==> src/rtl/gpio_bank.sv <==
// Multi-port GPIO block: per-port output register with set/clear/toggle aliases,
// synchronized and debounced inputs, and sticky edge-event interrupt flags.
module gpio_bank #(
    parameter int N_PORTS         = 2,
    parameter int PORT_WIDTH      = 8,
    parameter int DEBOUNCE_CYCLES = 4,
    parameter int ADDR_WIDTH      = 8
) (
    input  logic                            clk,
    input  logic                            rst,
    input  logic [ADDR_WIDTH-1:0]           addr,
    input  logic                            we,
    input  logic [31:0]                     wdata,
    output logic [31:0]                     rdata,
    input  logic [N_PORTS*PORT_WIDTH-1:0]   gpio_in,
    output logic [N_PORTS*PORT_WIDTH-1:0]   gpio_out,
    output logic                            irq
);

    localparam int CW = (DEBOUNCE_CYCLES > 1) ? $clog2(DEBOUNCE_CYCLES) : 1;
    localparam logic [CW-1:0] CNT_LAST = CW'(DEBOUNCE_CYCLES - 1);

    localparam logic [2:0] IDX_OUT     = 3'd0;
    localparam logic [2:0] IDX_SET     = 3'd1;
    localparam logic [2:0] IDX_CLR     = 3'd2;
    localparam logic [2:0] IDX_TGL     = 3'd3;
    localparam logic [2:0] IDX_IN      = 3'd4;
    localparam logic [2:0] IDX_RISE    = 3'd5;
    localparam logic [2:0] IDX_FALL    = 3'd6;
    localparam logic [2:0] IDX_STAT    = 3'd7;

    logic [31:0]           port_sel;
    logic                  port_hit;
    logic [2:0]            reg_idx;
    logic [PORT_WIDTH-1:0] wval;
    logic                  unused_bits;

    logic [PORT_WIDTH-1:0] out_reg   [N_PORTS];
    logic [PORT_WIDTH-1:0] rise_en   [N_PORTS];
    logic [PORT_WIDTH-1:0] fall_en   [N_PORTS];
    logic [PORT_WIDTH-1:0] irq_stat  [N_PORTS];
    logic [PORT_WIDTH-1:0] in_reg    [N_PORTS];
    logic [PORT_WIDTH-1:0] s1        [N_PORTS];
    logic [PORT_WIDTH-1:0] s2        [N_PORTS];
    logic [CW-1:0]         cnt       [N_PORTS][PORT_WIDTH];

    logic [N_PORTS-1:0]    wr_en;
    logic [PORT_WIDTH-1:0] out_next  [N_PORTS];
    logic [PORT_WIDTH-1:0] stat_next [N_PORTS];
    logic [PORT_WIDTH-1:0] upd       [N_PORTS];
    logic [PORT_WIDTH-1:0] evt       [N_PORTS];

    assign port_sel    = 32'(addr[ADDR_WIDTH-1:5]);
    assign port_hit    = port_sel < 32'(N_PORTS);
    assign reg_idx     = addr[4:2];
    assign wval        = wdata[PORT_WIDTH-1:0];
    assign unused_bits = ^{addr[1:0], wdata};

    // An IN bit flips to s2 once s2 has disagreed for DEBOUNCE_CYCLES consecutive edges.
    always_comb begin
        for (int p = 0; p < N_PORTS; p++) begin
            wr_en[p]    = we && port_hit && (port_sel == 32'(p));
            out_next[p] = out_reg[p];
            upd[p]      = '0;
            if (wr_en[p]) begin
                case (reg_idx)
                    IDX_OUT: out_next[p] = wval;
                    IDX_SET: out_next[p] = out_reg[p] | wval;
                    IDX_CLR: out_next[p] = out_reg[p] & ~wval;
                    IDX_TGL: out_next[p] = out_reg[p] ^ wval;
                    default: out_next[p] = out_reg[p];
                endcase
            end
            for (int b = 0; b < PORT_WIDTH; b++) begin
                upd[p][b] = (s2[p][b] != in_reg[p][b]) && (cnt[p][b] == CNT_LAST);
            end
            evt[p] = upd[p] & ((s2[p] & rise_en[p]) | (~s2[p] & fall_en[p]));
            // Events are OR-ed after the W1C mask so a coincident event survives.
            stat_next[p] = irq_stat[p];
            if (wr_en[p] && (reg_idx == IDX_STAT)) begin
                stat_next[p] = irq_stat[p] & ~wval;
            end
            stat_next[p] = stat_next[p] | evt[p];
        end
    end

    always_ff @(posedge clk or posedge rst) begin
        if (rst) begin
            for (int p = 0; p < N_PORTS; p++) begin
                out_reg[p]  <= '0;
                rise_en[p]  <= '0;
                fall_en[p]  <= '0;
                irq_stat[p] <= '0;
                in_reg[p]   <= '0;
                s1[p]       <= '0;
                s2[p]       <= '0;
                for (int b = 0; b < PORT_WIDTH; b++) begin
                    cnt[p][b] <= '0;
                end
            end
        end else begin
            for (int p = 0; p < N_PORTS; p++) begin
                out_reg[p]  <= out_next[p];
                irq_stat[p] <= stat_next[p];
                in_reg[p]   <= in_reg[p] ^ upd[p];
                s1[p]       <= gpio_in[p*PORT_WIDTH +: PORT_WIDTH];
                s2[p]       <= s1[p];
                if (wr_en[p] && (reg_idx == IDX_RISE)) begin
                    rise_en[p] <= wval;
                end
                if (wr_en[p] && (reg_idx == IDX_FALL)) begin
                    fall_en[p] <= wval;
                end
                for (int b = 0; b < PORT_WIDTH; b++) begin
                    if ((s2[p][b] != in_reg[p][b]) && !upd[p][b]) begin
                        cnt[p][b] <= cnt[p][b] + CW'(1);
                    end else begin
                        cnt[p][b] <= '0;
                    end
                end
            end
        end
    end

    always_comb begin
        rdata = '0;
        for (int p = 0; p < N_PORTS; p++) begin
            if (port_hit && (port_sel == 32'(p))) begin
                case (reg_idx)
                    IDX_OUT:  rdata = 32'(out_reg[p]);
                    IDX_IN:   rdata = 32'(in_reg[p]);
                    IDX_RISE: rdata = 32'(rise_en[p]);
                    IDX_FALL: rdata = 32'(fall_en[p]);
                    IDX_STAT: rdata = 32'(irq_stat[p]);
                    default:  rdata = '0;
                endcase
            end
        end
    end

    always_comb begin
        irq      = 1'b0;
        gpio_out = '0;
        for (int p = 0; p < N_PORTS; p++) begin
            gpio_out[p*PORT_WIDTH +: PORT_WIDTH] = out_reg[p];
            irq = irq | (|irq_stat[p]);
        end
    end

endmodule

==> config.mk <==
export PLATFORM = sky130hd
export DESIGN_NAME = gpio_bank
export DESIGN_NICKNAME = d
export VERILOG_FILES = /design/src/rtl/gpio_bank.sv
export SDC_FILE = /design/constraint.sdc
export NUM_CORES = 1
export LEC_CHECK = 0
export ABC_AREA = 1
export BUFFER_PORTS_ARGS = -buffer_cell sky130_fd_sc_hd__buf_4
export CAP_MARGIN = 20
export CORE_MARGIN = 10
export CORE_UTILIZATION = 45
export DETAILED_ROUTE_END_ITERATION = 10
export GPL_TIMING_DRIVEN = 0
export PLACE_DENSITY = 0.65
export SYNTH_ARGS = -nofsm -noshare
export SYNTH_HDL_FRONTEND = slang
export SYNTH_SLANG_ARGS = --single-unit
==> constraint.sdc <==
create_clock -name clk -period 4.95 [get_ports clk]
set_input_delay 0.2475 -clock clk [delete_from_list [all_inputs] [get_ports clk]]
set_output_delay 0.2475 -clock clk [all_outputs]
set_load 0.05 [all_outputs]
==> results by group <==
CTS
  – Cts bufs inserted: 17
  – Bufs on Longest Clock Path: 2
  – Worst-skew pair later-pin latency: 0.43 ns
  – TritonCTS clock tree: built
  – Post-CTS setup buffers: 0
  – Clk slew on worst S/H paths: 0.06 ns
  – H-tree Lvls: 4
  – Clock root buffer: clkbuf_16
  – CTS sink count: 144

Drt
  – Drt via density: about 5.2
  – Wire length per cell: approximately 17 um
  – Drt first pass iters: 8
  – Post-route ant nets: 0
  – DRT iter0 DRCs: roughly 540
  – Routed WL: ~22,000 um
  – Routed vias: between 6,000 and 7,000
  – Number of remaining DRC errors: 0

Logic synthesis
  – Synth Instances: 918
  – Warnings from Yosys: 0
  – Cell accounting for the most synthesized area: dfrtp_1
  – Synth Flop Type: dfrtp_1
  – Post-synthesis sequential area ratio: about 47%
  – Distinct cells, synth: 28
  – Mapped Area: just under 0.008 sq mm
  – Synth area leaders: dfrtp_1 47%, nand2_1 9.3%, ha_1 7.8%
  – Count leader, synth: nand2_1
  – Synth cell count leaders: 191 x nand2_1, 144 x dfrtp_1, 125 x inv_1, 74 x nand3_1, 68 x nor2_1
  – Post-synth EDFFs: 0
  – Avg Inst Size Synth: 8.379 sq um
  – Synth Register Bits: about 140
  – Top-area cell type share of the netlist area: between 40% and 50%
  – Share of flip-flops with an asynchronous set or reset: 100.0%

Finish
  – Share of layout cells above drive strength 1: 16.13%
  – Area grow syn2layout: 20.88%
  – Diodes inserted: 0
  – Non-filler cells in the finished layout: between 1,000 and 1,500
  – Util after Layout: around 56%
  – Cell area after layout: 0.009299 sq mm
  – Fin nets: 1,142

Floorplan
  – Row cnt: 47
  – Die height: roughly 150 um
  – Die ar.: approximately 0.023 sq mm
  – Initial core utilization: 46.22%
  – IO Pins: roughly 110
  – Core ar.: around 0.017 sq mm
  – Die Wd: 150.7 um

GRT
  – Total track usage: between 10% and 20%
  – Pin count of the biggest net entering global routing: 84
  – Global route total overflow: 0
  – Initial antenna violation count: 0
  – Vias in the first global route: 6,494
  – First-pass GRT wire length: 35,210 um

Worst hold path
  – Hold WC Path Type: input port to flop

Worst setup path
  – Crit-path max cell delay: between 0.3 and 0.4 ns
  – Worst setup SP type: input port
  – CP max-delay cell: buf_2
  – Worst-path cell chain: buf_4, buf_2, nor2_2, buf_2, nand3_1, nand3_1, o21bai_1, nand2_1, buf_4
  – Required time worst endpoint: roughly 4.7 ns
  – Arrival time worst endpoint: 1.86 ns
  – Critical path class: input port to output pin
  – CP max FO: 10
  – Crit path capture type: output pin

Timing
  – RSZ-0062 raised after global routing: false
  – Final hold viol count: 0
  – Worst Tran Pin Value: between 0.6 and 0.7 ns
  – Setup violators final: 0
  – Crit path time final: ~2.1 ns
  – Maximum clock rate: 474.0 MHz
  – Fin worst setup slack: 2.840 ns
  – Clock skew: 0.006734 ns
  – Slew HR: roughly 57%
  – Pins Over Slew Limit: 0
  – Tcrit/Tclk final: a little over two fifths

Placement
  – Placed Area: between 0.008 and 0.009 sq mm
  – Setup WS pre-CTS: 2.892 ns
  – Placed insts: roughly 1,200
  – Dpl hpwl: roughly 16,000 um
  – Routability cong.: between 0.9 and 1
  – # port buffers: 57

Outcome
  – Outcome: complete, no violations

Flow run
  – Max Cap Viol: 0

Pwr
  – Leak pwr: 4.752 nW
  – Pwr per Cell Area: 436.1 mW/mm^2
  – P_sw: 1.386 mW
  – Sw frac: about a third
  – Clock share of power: 32.8%
  – Internal power: between 2 and 3 mW
  – Maximum vdd drop: roughly 250 uV
  – Sequential share of power: roughly 42%
  – Logic gate share of total power: 25.7%
==> through the flow <==
step | TNS [ns] | hold WS (ns) | total power, mW
floorplan | 0 | 0.2789 | 2.404
global placement | -128.09 | 0.3320 | 2.693
detailed placement | 0 | 0.3347 | 2.730
CTS | 0 | 0.08930 | 4.081
global route | 0 | 0.1037 | 4.325
finish | 0 | 0.09403 | 4.055
==> final cells by class <==
cell class,count,area [sq um]
Buffer,56,352.8
Clock buffer,20,456.7
Clock inverter,12,157.7
Sequential cell,144,3603
Tap cell,220,275.3
Multi-Input combinational cell,613,3342
Fill cell,1537,7343
Inverter,128,485.5
Timing Repair Buffer,75,625.6
==> repair_timing <==
| item | 4_1_cts | 5_1_grt |
|---|---|---|
| endpoints found under the hold margin | 77 | 0 |
| hold buffers | 17 | 0 |
| gates resized for setup | 0 | 0 |
==> cells by family after synthesis <==
logic type | after synthesis | synth area share [%]
flops | 144 | 46.84
other cells | 1 | 0.04875
buf+inv | 184 | 10.83
fa+ha+maj | 48 | 7.807
simple gates | 428 | 26.07
compound gates | 113 | 8.393
==> final timing paths <==
path                                  start           to  slack [ns]  cells past startpoint
worst min register to register       s1[11]       s2[11]        0.35                      0
worst max-delay path                addr[2]     rdata[3]        2.84                      9
worst min-delay path               wdata[7]   rise_en[7]        0.09                      3
worst max register to register  gpio_out[5]  gpio_out[5]        3.61                      6
min in group asynchronous               rst       cnt[5]        0.46                      3
max in group asynchronous               rst    async pin        3.69                      4
==> layout by cell type (no fill, tap or decap), types with 8 or more instances in the layout <==
cell type / n
dfrtp_1: 144
nand4_1: 59
nand2_1: 191
a21o_1: 16
inv_1: 124
clkbuf_1: 12
buf_4: 85
nor2_1: 68
o21bai_1: 8
nand3_1: 74
nor2_4: 8
o21ai_0: 62
buf_2: 12
conb_1: 24
ha_1: 48
or2_2: 16
o21ai_1: 11
dlygate4sd3_1: 17
clkbuf_16: 17
o22ai_1: 16
==> critical path, delay by kind of cell <==
| family | cells | cell delay (ns) |
|---|---|---|
| AO/OA/AOI/OAI | 1 | 0.11 |
| buffers and inverters | 4 | 0.84 |
| AND/OR/NAND/NOR | 4 | 0.65 |
==> power groups by stage <==
stage	registers [mW]	clock network, mW	logic [mW]
final	1.68	1.33	1.04
after floorplan	1.72	0	0.688
after global routing	1.71	1.41	1.20
after global placement	1.69	0	1.00
after detailed placement	1.69	0	1.04
after CTS	1.68	1.35	1.05
==> per-layer routing <==
metal,global-route usage (%),wire length (um),vias up
met5,0,0,-
met4,6.833,563,0
met3,4.922,1774,40
met2,31.17,10100,247
met1,26.29,9318,3080
li1,-,-,3194
Power figures use the tool's default switching activity.
